--- src/rtl/f_pc_ctrl.sv ---
// Fetch-stage PC controller: a two-state request/capture loop with a pending
// redirect register so that the delay-slot fetch completes before a jump lands.
module f_pc_ctrl #(
    parameter logic [31:0] RESET_PC = 32'h0000_3000
) (
    input  logic        clk,
    input  logic        reset,
    input  logic        stall,
    input  logic        d_valid,
    input  logic [2:0]  npc_op,
    input  logic        cmp_suc,
    input  logic [31:0] d_pc,
    input  logic [15:0] imm16,
    input  logic [25:0] imm26,
    input  logic [31:0] ra32,
    input  logic        im_ready,
    output logic        im_req,
    output logic [31:0] f_pc,
    output logic        f_valid,
    output logic        err_bds,
    output logic        dbg_state,
    output logic        dbg_pend_valid,
    output logic [31:0] dbg_pend_pc
);

    typedef enum logic {
        S_REQ  = 1'b0,
        S_HAVE = 1'b1
    } state_t;

    state_t      state_q, state_d;
    logic [31:0] f_pc_q, f_pc_d;
    logic        pend_valid_q, pend_valid_d;
    logic [31:0] pend_pc_q, pend_pc_d;

    logic        redirect;
    logic        accept;
    logic [31:0] target;

    always_comb begin
        redirect = d_valid && !stall &&
                   ((npc_op == 3'b001 && cmp_suc) || npc_op == 3'b010 || npc_op == 3'b011);
        case (npc_op)
            3'b001:  target = d_pc + 32'd4 + {{14{imm16[15]}}, imm16, 2'b00};
            3'b010:  target = {d_pc[31:28], imm26, 2'b00};
            default: target = ra32;
        endcase
        // A second redirect while one is pending is a delay-slot jump: the first wins.
        accept  = redirect && !pend_valid_q;
        err_bds = redirect && pend_valid_q;

        state_d      = state_q;
        f_pc_d       = f_pc_q;
        pend_valid_d = pend_valid_q;
        pend_pc_d    = pend_pc_q;

        case (state_q)
            S_REQ: begin
                // The outstanding fetch is the delay slot, so only record the target.
                if (accept) begin
                    pend_valid_d = 1'b1;
                    pend_pc_d    = target;
                end
                if (im_ready) begin
                    state_d = S_HAVE;
                end
            end
            S_HAVE: begin
                if (!stall) begin
                    state_d      = S_REQ;
                    pend_valid_d = 1'b0;
                    if (accept) begin
                        f_pc_d = target;
                    end else if (pend_valid_q) begin
                        f_pc_d = pend_pc_q;
                    end else begin
                        f_pc_d = f_pc_q + 32'd4;
                    end
                end
            end
            default: state_d = S_REQ;
        endcase
    end

    always_ff @(posedge clk) begin
        if (reset) begin
            state_q      <= S_REQ;
            f_pc_q       <= RESET_PC;
            pend_valid_q <= 1'b0;
            pend_pc_q    <= 32'd0;
        end else begin
            state_q      <= state_d;
            f_pc_q       <= f_pc_d;
            pend_valid_q <= pend_valid_d;
            pend_pc_q    <= pend_pc_d;
        end
    end

    assign im_req         = (state_q == S_REQ);
    assign f_valid        = (state_q == S_HAVE);
    assign f_pc           = f_pc_q;
    assign dbg_state      = state_q;
    assign dbg_pend_valid = pend_valid_q;
    assign dbg_pend_pc    = pend_pc_q;

endmodule

--- config.mk ---
export PLATFORM = sky130hd
export DESIGN_NAME = f_pc_ctrl
export DESIGN_NICKNAME = d
export VERILOG_FILES = /design/src/rtl/f_pc_ctrl.sv
export SDC_FILE = /design/constraint.sdc
export NUM_CORES = 1
export LEC_CHECK = 0
export ABC_AREA = 1
export BUFFER_PORTS_ARGS = -buffer_cell sky130_fd_sc_hd__buf_4
export CAP_MARGIN = 20
export CELL_PAD_IN_SITES_DETAIL_PLACEMENT = 0
export CELL_PAD_IN_SITES_GLOBAL_PLACEMENT = 1
export CORE_MARGIN = 2
export CORE_UTILIZATION = 36
export CTS_CLUSTER_SIZE = 10
export DETAILED_ROUTE_END_ITERATION = 16
export PLACE_DENSITY_LB_ADDON = 0.1
export SKIP_LAST_GASP = 1
export SLEW_MARGIN = 20
export SYNTH_ARGS = -nofsm -noshare
export SYNTH_HDL_FRONTEND = slang
export SYNTH_SLANG_ARGS = --single-unit
--- constraint.sdc ---
create_clock -name clk -period 2.45 [get_ports clk]
set_clock_uncertainty 0.1 [all_clocks]
set_input_delay 0 -clock clk [delete_from_list [all_inputs] [get_ports clk]]
set_output_delay 0 -clock clk [all_outputs]
set_load 0.05 [all_outputs]
==> metrics.csv <==
metric,value,unit
P per Cell Area,445,nW/um^2
CTS buffer count,9,
CP max FO,4,
post-route cell area,9130,sq um
pin count of the biggest net entering global routing,43,
Critical Path Source,d_pc[2],
post-layout minimum cycle time,2.21,ns
Gate Count Post-Synth,1139,
Post-synth EDFFs,0,
delay of the slowest cell on the worst path,0.57,ns
Worst slew margin,58.9,%
number of H-tree levels,3,
Mapped Nets,1313,
layout cell share with drive strength beyond 1,20.2,%
RSZ-0062 raised after global routing,no,
CTS Root Cell,clkbuf_16,
Iteration-0 DRC Markers,476,
CP endpoint kind,register,
Die Y,141,um
Reg2Reg Depth,9,
post-synth top area cell,dfxtp_1,
Detailed Routing Iterations Pass 1,5,
reg2reg end,f_pc[26],
final wirelength,25600,um
final setup vio count,0,
outcome,finished clean,
Ports,184,
element type at the critical path start,input pin,
ANT cells,0,
Port Buf Inserts,183,
CP required,2.58,ns
DP Area,8630,sq um
# DRC,0,
CP top delay family,buffers and inverters,
FF-to-FF Start,f_pc[3],
R2R setup slack,0.33,ns
Clock power frac,33.0,%
Setup Buffers After CTS,0,
ranking of synthesized cells by area,"dfxtp_1, nand2_1, ha_1",
aggregate global routing overflow,0,
WP data arrival,2.34,ns
fillers,1968,
antenna-violating nets left,0,
Avg WL per Cell,16.0,um
Seq pwr share,29.0,%
"FFs w/ async S/R, synth",0,%
Slowest cell on crit path,dlygate4sd3_1,
CP bufs+invs,7,
die area,19800,sq um
"Reg clk slew, reported paths",0.05,ns
Vias/cell,5.05,
worst-skew pair later-pin latency,0.34,ns
Seq cells post-synth,66,
final setup TNS,0,ns
Core Area,18100,sq um
Final Util,50.3,%
vias in the first global route,7743,
Pleak,0.00498,uW
switching share of power,37.0,%
CTS tree,built,
crit share post-route,90.3,%
Max-cap violations,0,
Placer Congestion,0.928,
synthesized area per cell,5.90,sq um
sequential share of the synthesized area,19.7,%
DP Wirelength,20700,um
top-area cell type share of the netlist area,19.7,%
CP Capture Point,dbg_pend_pc[13],
first-pass GRT wire length,40800,um
slew at the pin closest to its max-slew limit,0.616,ns
row cnt,49,
total track usage,25.9,%
max-slew violation count,0,
chip width,141,um
Most used DFF post-synth,dfxtp_1,
kind of critical path,in2reg,
Synth-to-Final Area Change,35.9,%
Internal,2560,uW
fmax,0.452,GHz
clk sinks,66,
Levels on crit path,16,
Peak VDD IR,0.366,mV
synthesis warning total,0,
Switch Pwr,1510,uW
initial antenna violation count,0,
nets,1540,
via count,8076,
CP dominant cell by count,inv_1,
Max Buffers Root-to-Sink,2,
final hold violation count,0,
Hold WC Path Type,in2reg,
crit path cell chain,buf_4 > inv_1 > ha_1 > inv_1 > ha_2 > inv_1 > fa_1 > inv_1 > nand3_2 > nand3_4 > a21oi_1 > o21ai_0 > nand3_1 > dlygate4sd3_1 > o21ai_0 > inv_1,
post-synthesis cell area,6720,sq um
post-synthesis cell type count,47,
initial core utilization,37.0,%
Gate power share,38.0,%
[cell type report]
type / count / area (sq um) / share of cell area, %
clock buffer: 11 / 253 / 2.77
clock inverter: 5 / 52.6 / 0.575
inverter: 191 / 717 / 7.85
multi-input combinational: 846 / 4540 / 49.7
sequential: 66 / 1320 / 14.5
tap: 229 / 287 / 3.14
timing repair buffer: 252 / 1960 / 21.5
[cell usage in the layout (no fill, tap or decap), types with 2 or more instances in the layout]
cell type and n:
a21boi_0 2, a21oi_1 70, a21oi_2 2, a221oi_1 3, a22o_1 2, a22oi_1 12
a31oi_1 8, and2_1 4, buf_12 2, buf_4 233, clkbuf_16 9, clkbuf_8 2
clkinv_1 2, clkinv_2 3, dfxtp_1 66, dlygate4sd3_1 17, ha_1 57, inv_1 185
inv_2 4, nand2_1 320, nand3_1 68, nand3_2 2, nand3b_1 3, nand4_1 30
nor2_1 91, nor2_2 4, nor2_4 3, nor3_1 10, o211ai_1 2, o21a_1 2
o21ai_0 88, o21ai_1 2, o21bai_1 18, o221ai_1 3, or2_2 4, xnor2_1 6
xor2_1 16
[timing repair]
action / in CTS / in global routing
gates resized for setup: 0 / 5
setup endpoints to repair: 0 / 1
hold buffers: 17 / 0
hold endpoints to repair: 14 / 0
[power groups by stage]
stage	Sequential, uW	Combinational [uW]	Clock (uW)
after global placement	1200	1510	0
after detailed placement	1200	1510	0
after CTS	1180	1540	1350
after global routing	1190	1720	1390
after floorplan	1340	753	0
final	1180	1540	1340
[worst min-delay path by stage]
stage	start	end	cells past startpoint
after floorplan	im_ready	dbg_state	2
final	ra32[9]	dbg_pend_pc[9]	5
after CTS	ra32[5]	dbg_pend_pc[5]	5
after global placement	im_ready	dbg_state	3
after detailed placement	im_ready	dbg_state	3
after global routing	ra32[5]	dbg_pend_pc[5]	5
[cells in the mapped netlist, types with 3 or more instances]
cell	n
ha_1	58
nor2_1	93
a31oi_1	8
xnor2_1	6
inv_2	4
nor2_4	3
a21oi_1	70
buf_1	5
dfxtp_1	66
nor3_1	10
a221oi_1	3
buf_2	10
nand3_1	70
o21ai_0	88
a22oi_1	12
clkbuf_1	17
nand3b_1	3
o21bai_1	18
nand2_1	320
buf_4	4
nand4_1	30
and2_1	4
or2_2	4
o221ai_1	3
xor2_1	16
inv_1	185
[registers in the layout, indices dropped and copies added, names as in the netlist]
name,flops
dbg_pend_pc,32
dbg_pend_valid,1
dbg_state,1
f_pc,32
[tightest hold or removal path, delay by kind of cell]
family                 cells  cell delay, ns
AO/OA/AOI/OAI              1            0.08
buffers and inverters      2            0.14
AND/OR/NAND/NOR            2            0.20
[layer usage]
metal	track usage [%]	routed length, um	up-vias	share of wire, %
met1	35.5	11900	3609	46
met3	4.79	1820	27	7.1
li1	-	-	4146	-
met5	0	0	-	0
met4	6.58	572	0	2.2
met2	42.2	11400	294	44
[kinds of logic (layout without fill, tap and decap cells)]
kind of cell	count (synthesis)	in the layout	synth area share, %
compound gates	218	218	18.4
xor+xnor	22	22	2.87
fa+ha+maj	59	59	11.1
buf+inv	227	459	13.1
flops	66	66	19.7
simple gates	547	547	34.8
[per-stage QoR]
stage	std cells	worst slack, ns	power, uW	hold slack [ns]
finish	1600	0.239	4070	0.0112
global route	1600	0.00734	4300	0.0229
CTS	1600	0.103	4070	0.00209
detailed placement	1567	0.0379	2710	0.122
global placement	1567	0.0103	2710	0.116
floorplan	1139	0.182	2090	0.0294
Power figures use the tool's default switching activity.
